`config.mk`:
```
export PLATFORM = sky130hd
export DESIGN_NAME = seq_detect_ctrl
export DESIGN_NICKNAME = d
export VERILOG_FILES = /design/src/rtl/seq_detect_ctrl.sv
export SDC_FILE = /design/constraint.sdc
export NUM_CORES = 1
export LEC_CHECK = 0
export CAP_MARGIN = 30
export CORE_UTILIZATION = 45
export DETAILED_ROUTE_END_ITERATION = 8
export PLACE_DENSITY = 0.66
export SYNTH_ARGS = -nofsm -noshare
export SYNTH_HDL_FRONTEND = slang
export SYNTH_SLANG_ARGS = --single-unit
```
`constraint.sdc`:
```
create_clock -name clk -period 2.5 [get_ports clk]
set_clock_uncertainty 0.05 [all_clocks]
set_input_delay 0.75 -clock clk [delete_from_list [all_inputs] [get_ports clk]]
set_output_delay 0.75 -clock clk [all_outputs]
set_load 0.02 [all_outputs]
```
`src/rtl/seq_detect_ctrl.sv`:
```
// ============================================================================
// seq_detect_ctrl : sequences a generator/detector pair for run_len bits and
//                   counts detector hits (saturating) and the first hit index
// Rev 1.0
// ============================================================================
`default_nettype none

module seq_detect_ctrl #(
  parameter int LEN_W   = 8,
  parameter int MATCH_W = 4
) (
  input  logic               clk,
  input  logic               reset,
  input  logic               start,
  input  logic               abort,
  input  logic [LEN_W-1:0]   run_len,
  input  logic               det_y,
  output logic               gen_en,
  output logic               det_clr,
  output logic               busy,
  output logic               done,
  output logic               aborted,
  output logic [MATCH_W-1:0] match_cnt,
  output logic [LEN_W-1:0]   first_hit,
  output logic               first_hit_valid
);

  typedef enum logic [2:0] {
    S_IDLE  = 3'd0,
    S_CLEAR = 3'd1,
    S_RUN   = 3'd2,
    S_DRAIN = 3'd3,
    S_DONE  = 3'd4
  } state_t;

  localparam logic [MATCH_W-1:0] C_MATCH_MAX = {MATCH_W{1'b1}};

  state_t             state_q, state_d;
  logic [LEN_W-1:0]   len_q, len_d;
  logic [LEN_W-1:0]   idx_q, idx_d;
  logic [LEN_W-1:0]   last_idx_q, last_idx_d;
  logic               en_d_q, en_d_d;
  logic               aborted_q, aborted_d;
  logic [MATCH_W-1:0] match_cnt_q, match_cnt_d;
  logic [LEN_W-1:0]   first_hit_q, first_hit_d;
  logic               first_hit_valid_q, first_hit_valid_d;
  logic               count_en;

  always_comb begin
    state_d           = state_q;
    len_d             = len_q;
    idx_d             = idx_q;
    last_idx_d        = last_idx_q;
    en_d_d            = (state_q == S_RUN);
    aborted_d         = 1'b0;
    match_cnt_d       = match_cnt_q;
    first_hit_d       = first_hit_q;
    first_hit_valid_d = first_hit_valid_q;

    // det_y answers the bit clocked one cycle earlier; only trust it while a run is live
    count_en = en_d_q && det_y && ((state_q == S_RUN) || (state_q == S_DRAIN));
    if (count_en) begin
      if (match_cnt_q != C_MATCH_MAX) begin
        match_cnt_d = match_cnt_q + MATCH_W'(1);
      end
      if (!first_hit_valid_q) begin
        first_hit_d       = last_idx_q;
        first_hit_valid_d = 1'b1;
      end
    end

    case (state_q)
      S_IDLE: begin
        if (start && !abort) begin
          len_d             = run_len;
          idx_d             = '0;
          match_cnt_d       = '0;
          first_hit_d       = '0;
          first_hit_valid_d = 1'b0;
          state_d           = (run_len != '0) ? S_CLEAR : S_DONE;
        end
      end
      S_CLEAR: begin
        idx_d = '0;
        if (abort) begin
          state_d   = S_IDLE;
          aborted_d = 1'b1;
        end else begin
          state_d = S_RUN;
        end
      end
      S_RUN: begin
        last_idx_d = idx_q;
        idx_d      = idx_q + LEN_W'(1);
        if (abort) begin
          state_d   = S_IDLE;
          aborted_d = 1'b1;
        end else if (idx_q == len_q - LEN_W'(1)) begin
          state_d = S_DRAIN;
        end
      end
      S_DRAIN: begin
        if (abort) begin
          state_d   = S_IDLE;
          aborted_d = 1'b1;
        end else begin
          state_d = S_DONE;
        end
      end
      S_DONE:  state_d = S_IDLE;
      default: state_d = S_IDLE;
    endcase
  end

  always_ff @(posedge clk) begin
    if (reset) begin
      state_q           <= S_IDLE;
      len_q             <= '0;
      idx_q             <= '0;
      last_idx_q        <= '0;
      en_d_q            <= 1'b0;
      aborted_q         <= 1'b0;
      match_cnt_q       <= '0;
      first_hit_q       <= '0;
      first_hit_valid_q <= 1'b0;
    end else begin
      state_q           <= state_d;
      len_q             <= len_d;
      idx_q             <= idx_d;
      last_idx_q        <= last_idx_d;
      en_d_q            <= en_d_d;
      aborted_q         <= aborted_d;
      match_cnt_q       <= match_cnt_d;
      first_hit_q       <= first_hit_d;
      first_hit_valid_q <= first_hit_valid_d;
    end
  end

  assign gen_en          = (state_q == S_RUN);
  assign det_clr         = (state_q == S_CLEAR);
  assign busy            = (state_q == S_CLEAR) || (state_q == S_RUN) || (state_q == S_DRAIN);
  assign done            = (state_q == S_DONE);
  assign aborted         = aborted_q;
  assign match_cnt       = match_cnt_q;
  assign first_hit       = first_hit_q;
  assign first_hit_valid = first_hit_valid_q;

endmodule

`default_nettype wire

```
# [Word level (Yosys, flattened, before mapping)]
# Index checks and enable logic that the tools add are counted.
[word_totals] input_bits=13 ff_bits=42 out_inout_bits=18 elab_cells=57
[classes] bitwise=1 n_eq_ne=8 mux=21 n_reduce_logical=15 addsub=3
[op_table] op="$mux W8" n=5
[op_table] op="$pmux W8 S3" n=1
[op_table] op="$mux W4" n=4
[op_table] op="$mux W3" n=5
[op_table] op="$pmux W3 S4" n=1
[op_table] op="$add A8 B1 Y8 const B" n=1
[op_table] op="$eq A8 B8 Y1" n=1
[op_table] op="$reduce_bool A8 Y1" n=1
[op_table] op="$sub A8 B1 Y8 const B" n=1
[op_table] op="$eq A3 B2 Y1 const B" n=2
[op_table] op="$reduce_and A2 Y1" n=3
[op_table] op="$add A4 B1 Y4 const B" n=1
[op_table] op="$mux W1" n=4
[op_table] op="$ne A4 B4 Y1 const B" n=1
[op_table] op="$eq A3 B1 Y1 const B" n=1
[op_table] op="$eq A3 B3 Y1 const B" n=1
[op_table] op="$logic_and A1 B1 Y1" n=3
[op_table] op="$logic_not A3 Y1" n=1
[op_table] op="$logic_or A1 B1 Y1" n=3
[op_table] op="$ne A3 B2 Y1 const B" n=1
[op_table] op="$reduce_bool A3 Y1" n=1
[op_table] op="$reduce_or A3 Y1" n=1
[op_table] op="$mux W2" n=1
[op_table] op="$ne A2 B2 Y1 const B" n=1
[op_table] op="other kinds (3)" n=3

# [Longest topological paths before layout]
# Gate-level depths: netlist of run 1.
[logic_depth] depth_word=6 depth_mapped=8 ltp_nobuf=7

# [Least setup slack after synthesis of run 1]
# OpenSTA, ideal clock, no wires.
[synth_timing] path_type="input port to flip-flop" startpoint="input port abort" endpoint="register state_q[0]" n_path_buf=1 arrival_time_ns=1.836 setup_time_ns=0.096 t_required_ns=2.354 path_slack_ns=0.518 path_stages=5 cell_sequence="nand2b_1 > or4_1 > buf_4 > or3_1 > o41ai_2"
[synth_via] elab_chain_cells=4 elab_cells_between_ends=7 cone_classes="2 x eq/ne; 2 x mux; 3 x reduce/logical"
[synth_rtl] element="start, declared" line_no="15" text="input logic abort,"
[synth_rtl] element="$logic_not A1 Y1" line_no="74" text="if (start && !abort) begin"
[synth_rtl] element="$logic_and A1 B1 Y1" line_no="74"
[synth_rtl] element="$ne A2 B2 Y1 (no source line)"
[synth_rtl] element="$reduce_and A2 Y1 (no source line)"
[synth_rtl] element="end signal, assigned" line_no="127" text="state_q <= state_d;"
[synth_rtl] element="end, declared" line_no="38" text="state_t state_q, state_d;"
# Parallel ways exist; a longest one is shown, timed or not.
# A chain may end at the register's enable or synchronous reset.

# [Final worst setup path of run 1]
[layout_timing] startpoint="register state_q[0]" endpoint="output port gen_en"
[layout_via] elab_chain_cells=1
[layout_rtl] element="$eq A3 B2 Y1" line_no="139" text="assign gen_en = (state_q == S_RUN);"
[layout_rtl] element="end, declared" line_no="18" text="output logic gen_en,"
# Every way passes these cells.

==> results of run 1 <==
[area by class of cell]
type | count | share of cell area (%)
Sequential cell | 42 | 34.9
Clock inverter | 2 | 0.570
Timing Repair Buffer | 39 | 15.8
Clock buffer | 6 | 3.01
Tap cell | 50 | 2.59
Inverter | 3 | 0.467
Multi-Input combinational cell | 165 | 42.7
[through the flow]
| stage | instance area (µm²) | setup slack (ns) | hold WS [ns] | util [%] |
|---|---|---|---|---|
| 2_1_floorplan | 1930 | 0.518 | 0.386 | - |
| 3_3_place_gp | 2320 | 0.112 | 0.395 | 57.2 |
| 3_5_place_dp | 2320 | 0.0725 | 0.399 | 57.2 |
| 4_1_cts | 2410 | 0.0605 | 0.410 | 59.4 |
| 5_1_grt | 2410 | 0.0371 | 0.428 | 59.5 |
| 6_report | 2410 | 0.125 | 0.406 | 59.5 |
[state kept, by name, summed over array words and instances, names as in the netlist]
| register | count |
|---|---|
| first_hit | 8 |
| idx_q | 8 |
| last_idx_q | 8 |
| len_q | 8 |
| match_cnt | 4 |
| state_q | 3 |
| aborted | 1 |
| en_d_q | 1 |
| first_hit_valid | 1 |
[per-layer routing]
| metal | wire length [µm] | share of wire (%) | vias to the layer above |
|---|---|---|---|
| met5 | 0 | 0 | - |
| met4 | 63 | 1.7 | 0 |
| met3 | 178 | 4.7 | 5 |
| met2 | 1710 | 45 | 39 |
| met1 | 1840 | 49 | 730 |
| li1 | - | - | 825 |
[cells in the final DEF (no fill, tap or decap), types with 2 or more instances in the layout]
cell type        Yosys  final
mux2i_1             17     17
and3_1               2      2
nand2b_1             6      6
buf_4                2      8
inv_1                3      3
clkdlybuf4s50_1      0     28
nor2_2               1      2
nor4_1               2      2
or3_1                2      2
nor2b_1              2      2
nand2_1             25     25
nor2_1              36     35
a21o_1               3      3
a21oi_1             16     16
ha_1                 3      3
xnor2_1              7      7
or4_1                3      3
or2_2                2      2
xor2_1               9      9
nand3_1              4      4
dfxtp_1             42     41
clkbuf_8             0      5
nor3_1               5      5
a211oi_1             2      2
nand4_1              4      4
[path summary, 6_finish.rpt]
check	to	slack, ns	depth (start not counted)
setup / recovery	gen_en	0.13	4
hold / removal	last_idx_q[0]	0.41	2
setup reg to reg	state_q[0]	0.52	7
hold reg to reg	last_idx_q[0]	0.41	2
[cells by family after synthesis]
kind of cell	after synthesis	share of synthesized area, %
flops	42	43.6
fa+ha+maj	3	1.95
mux	17	8.82
xor+xnor	16	7.26
simple gates	102	26.3
buf+inv	13	3.18
compound gates	27	8.95
[cells in the mapped netlist, drive strengths merged, types with 2 or more instances]
library cell	instances
dfxtp	42
nor2	37
nand2	25
a21oi	17
mux2i	17
xor2	9
xnor2	7
buf	6
nand2b	6
nor3	5
clkbuf	4
nand3	4
nand4	4
a21o	3
ha	3
inv	3
nor4	3
or4	3
a211oi	2
and3	2
nor2b	2
or2	2
or3	2
[critical path: stages (launching register included)]
cell           delay [ns]
dfxtp_1              0.37
nand2b_1             0.18
or2_2                0.30
inv_1                0.09
dlygate4sd2_1        0.33
[power groups by stage]
stage	Clock, mW	Sequential, mW	Combinational (mW)
floorplan	0	0.703	0.0846
global placement	0	0.706	0.134
detailed placement	0	0.706	0.135
CTS	0.450	0.691	0.136
global route	0.477	0.693	0.148
finish	0.434	0.691	0.135
[what timing repair did]
| item | in CTS | in global routing |
|---|---|---|
| hold endpoints to repair | 0 | 0 |
| gates resized for setup | 3 | 1 |
| setup endpoints to repair | 2 | 1 |
==> impl_metrics.py, run 1 <==
metrics = {
    "floorplan": {
        "die_w_um": 67.5,
        "initial_utilization_pct": 47.5,
        "coreArea_um2": 4060,
        "rows": 23,
        "io-pin-count": 31,
        "die_area_um2": 4550,
        "dieHeight_um": 67.5,
    },
    "finish": {
        "fillers": 376,
        "regArea_um2": 842,
        "finalNonFillerCells": 307,
        "area_delta_synth_final_pct": 25.1,
        "diodes": 0,
        "drive_above_1_share_pct": 9.34,
        "multiInputGateArea_um2": 1030,
        "nets": 272,
    },
    "job": {
        "drv_cap": 0,
    },
    "timing": {
        "finalSetupTns_ns": 0,
        "final-setup-viol-count": 0,
        "fin_crit_sh_pct": 95.0,
        "rsz0062_at_grt": "no",
        "worst_pin_slew_ns": 0.323,
        "slew-limit-headroom_pct": 78.3,
        "max_freq_ghz": 0.421,
        "hold_viol": 0,
        "period_minus_slack_ns": 2.37,
        "drv_slew": 0,
    },
    "clock_tree": {
        "ctsHoldBuffers": 0,
        "cts_root_buffer": "clkbuf_8",
        "numCtsBuffers": 5,
        "clockBufferDepth": 2,
        "post_cts_buffers": 0,
        "tritoncts": "built",
        "clock_latency_ns": 0.30,
        "ctsHtreeMaxLevel": 2,
        "clkSinkCount": 42,
        "clk_transition_reported_paths_ns": 0.08,
    },
    "grt": {
        "grt_pass1_wl_mm": 6.47,
        "use_met3_pct": 3.55,
        "antenna_found_initial": 0,
        "grt_start_max_net_pins": 24,
        "grtUsageMet2_pct": 28.0,
        "use_met1_pct": 26.5,
        "grt_busiest_layer": "met2",
        "grt_pass1_vias": 1395,
        "grt_usage_pct": 19.3,
        "grt-ovfl-total": 0,
    },
    "drt": {
        "drtIter0Drc": 55,
        "ant_nets": 0,
        "num_vias": 1599,
        "wl_per_cell_um": 12.4,
        "vias_per_cell": 5.21,
        "drtPass1Iterations": 5,
        "drc": 0,
        "routed_wl_mm": 3.80,
    },
    "worst_hold_path": {
        "worstHoldStart": "last_idx_q[0]",
        "hold_path.class": "reg -> reg",
    },
    "power_and_ir_drop": {
        "p_total_mw": 1.26,
        "switching_share_pct": 25.1,
        "comb_power_share_pct": 10.7,
        "pwr_density_cell_nw_per_um2": 522,
        "ir_drop_uv": 286,
        "p_leak_nw": 0.957,
        "p_switching_mw": 0.316,
        "power.internal_mw": 0.943,
        "pwr-share-clk_pct": 34.5,
        "p_seq_share_pct": 54.8,
    },
    "synthesis": {
        "synthArstFlopShare_pct": 0,
        "syn-cell-area_um2": 1930,
        "synth-edff-count": 0,
        "yosys.area.top_type": "dfxtp_1",
        "synth_nets": 236,
        "syn_inst": 220,
        "synth_ff_type": "dfxtp_1",
        "synth_area_leaders": "dfxtp_1 (44%), mux2i_1 (8.8%), nor2_1 (7.0%)",
        "ys_ff_latch": 42,
        "ys_warn_count": 0,
        "synth.distinct_cells": 39,
        "synth_top_area_share_pct": 43.6,
        "yosysSeqAreaShare_pct": 43.6,
        "avgSynthCellArea_um2": 8.77,
    },
    "setup_path": {
        "crit_required_ns": 1.70,
        "crit_fanout": 6,
        "r2r-start": "len_q[0]",
        "startpoint_type": "flip-flop",
        "crit_path_start": "state_q[0]",
        "critPathArrivalTime_ns": 1.57,
        "criticalPathCategory": "reg -> out",
        "cp-end-kind": "output pin",
    },
    "placement": {
        "gp_congestion": 0.738,
        "post-place-cells": 299,
        "hpwl_mm": 2.74,
        "portBuffers": 30,
    },
    "status": {
        "outcome": "completed",
    },
}
Note: power is estimated with default switching activity, not from simulation.
==> run 2, diff against run 1 <==
--- a/config.mk
+++ b/config.mk
@@ -8,6 +8,8 @@
 export CAP_MARGIN = 30
 export CORE_UTILIZATION = 45
 export DETAILED_ROUTE_END_ITERATION = 8
+export GPL_ROUTABILITY_DRIVEN = 0
+export MAX_ROUTING_LAYER = met4
 export PLACE_DENSITY = 0.66
 export SYNTH_ARGS = -nofsm -noshare
 export SYNTH_HDL_FRONTEND = slang
==> run 2 against run 1 <==
Worst hold slack better by 0.00052 ns. Clock power hardly changed. Fmax is essentially flat. Die area unchanged. Utilization is the same. Via count increased by 0.38%. Largest cell class unchanged.
==> impl_metrics.py, run 2 (same netlist as run 1, synthesis figures left out) <==
metrics = {
    "status": {
        "outcome": "completed",
    },
    "setup_path": {
        "startpoint_type": "flip-flop",
        "cp_top_family": "simple AND/OR/NAND/NOR gates",
        "crit_required_ns": 1.70,
        "cp_slowest_cell": "dfxtp_1",
        "criticalPathCategory": "reg -> out",
        "crit_fanout": 6,
        "r2r_slack_ns": 0.52,
        "worst-path-buf-inv": 2,
        "r2r-end": "state_q[0]",
        "r2r_cells": 7,
        "critPathArrivalTime_ns": 1.57,
        "cp-end-kind": "output pin",
        "r2r-start": "len_q[0]",
        "path_cells": "nand2b_1 -> or2_2 -> inv_1 -> dlygate4sd2_1",
        "slowest_delay_ns": 0.37,
    },
    "finish": {
        "diodes": 0,
        "post-route-util_pct": 59.5,
        "drive_above_1_share_pct": 9.34,
        "layout_common_cells": "dfxtp_1 (41), nor2_1 (35), clkdlybuf4s50_1 (28)",
        "area_delta_synth_final_pct": 25.1,
        "layout_commonest_cell": "dfxtp_1",
        "nets": 272,
        "finalNonFillerCells": 307,
    },
    "clock_tree": {
        "clkSinkCount": 42,
        "clock_latency_ns": 0.30,
        "tritoncts": "built",
        "cts_root_buffer": "clkbuf_8",
        "numCtsBuffers": 5,
        "clockBufferDepth": 2,
        "clk_transition_reported_paths_ns": 0.08,
        "post_cts_buffers": 0,
        "ctsHtreeMaxLevel": 2,
    },
    "floorplan": {
        "die_area_um2": 4550,
        "dieHeight_um": 67.5,
        "initial_utilization_pct": 47.5,
        "coreArea_um2": 4060,
        "io-pin-count": 31,
        "die_w_um": 67.5,
        "rows": 23,
    },
    "power_and_ir_drop": {
        "ir_drop_uv": 285,
        "p_leak_nw": 0.957,
        "pwr_density_cell_nw_per_um2": 522,
        "p_total_mw": 1.26,
    },
    "timing": {
        "slew-limit-headroom_pct": 78.3,
        "drv_slew": 0,
        "period_minus_slack_ns": 2.37,
        "fin_hold_ws_ns": 0.407,
        "finalSetupTns_ns": 0,
        "rsz0062_at_grt": "no",
        "max_freq_ghz": 0.421,
        "hold_viol": 0,
        "final-setup-viol-count": 0,
        "worst_pin_slew_ns": 0.322,
        "fin_crit_sh_pct": 95.0,
    },
    "grt": {
        "grt_usage_pct": 19.9,
        "grt-ovfl-total": 0,
        "grt_pass1_vias": 1395,
        "grt_pass1_wl_mm": 6.47,
        "grt_start_max_net_pins": 24,
        "antenna_found_initial": 0,
    },
    "drt": {
        "vias_per_cell": 5.23,
        "wl_per_cell_um": 12.3,
        "drc": 0,
        "ant_nets": 0,
        "routed_wl_mm": 3.77,
        "drtIter0Drc": 51,
        "drtPass1Iterations": 4,
        "num_vias": 1605,
    },
    "placement": {
        "portBuffers": 30,
        "post-place-cells": 299,
        "hpwl_mm": 2.74,
    },
    "worst_hold_path": {
        "hold_path.class": "reg -> reg",
        "worstHoldStart": "last_idx_q[0]",
        "hold_end": "last_idx_q[0]",
        "whs_path_depth": 2,
    },
    "job": {
        "drv_cap": 0,
    },
}
-- run 2: cell counts in the layout (fill, tap and decap cells not counted) --
No cell type changed its count.
-- run 2: worst max-delay path by stage --
stage	startpoint	endpoint	slack, ns	cells past startpoint
6_report	state_q[0]	gen_en	0.13	4
5_1_grt	state_q[0]	gen_en	0.04	4
4_1_cts	state_q[1]	done	0.06	3
3_5_place_dp	abort	len_q[1]	0.07	6
3_3_place_gp	abort	len_q[0]	0.11	6
2_1_floorplan	abort	state_q[0]	0.52	5
-- run 2: worst min-delay path: stages (launching register included) --
cell and delay (ns):
dfxtp_1 0.32, nand2_1 0.05, a21oi_1 0.05
-- run 2: repair_timing --
item | 4_1_cts | 5_1_grt
hold buffers | 0 | 0
setup endpoints to repair | 2 | 1
gates resized for setup | 3 | 1
hold endpoints to repair | 0 | 0
-- run 2: final cells by class --
cell class	instances	area, µm²
Clock buffer	6	72.6
Clock inverter	2	13.8
Fill cell	376	1640
Inverter	3	11.3
Multi-Input combinational cell	165	1030
Sequential cell	42	842
Tap cell	50	62.6
Timing Repair Buffer	39	382
-- run 2: routing by layer --
metal,vias to the layer above,GRT usage [%],part of all wire [%]
li1,828,-,-
met1,729,26.5,49
met2,41,28.0,44
met3,7,3.55,4.5
met4,0,11.2,2.3
met5,-,-,0
-- run 2: power by group --
part / switching (mW) / internal (mW)
registers: 0.0136 / 0.677
logic: 0.0653 / 0.0691
clock network: 0.239 / 0.197
total: 0.317 / 0.943
-- run 2: stage by stage --
step	worst slack (ns)	cell area, µm²
detailed placement	0.0725	2320
global route	0.0371	2410
floorplan	0.518	1930
CTS	0.0605	2410
global placement	0.112	2320
finish	0.125	2410
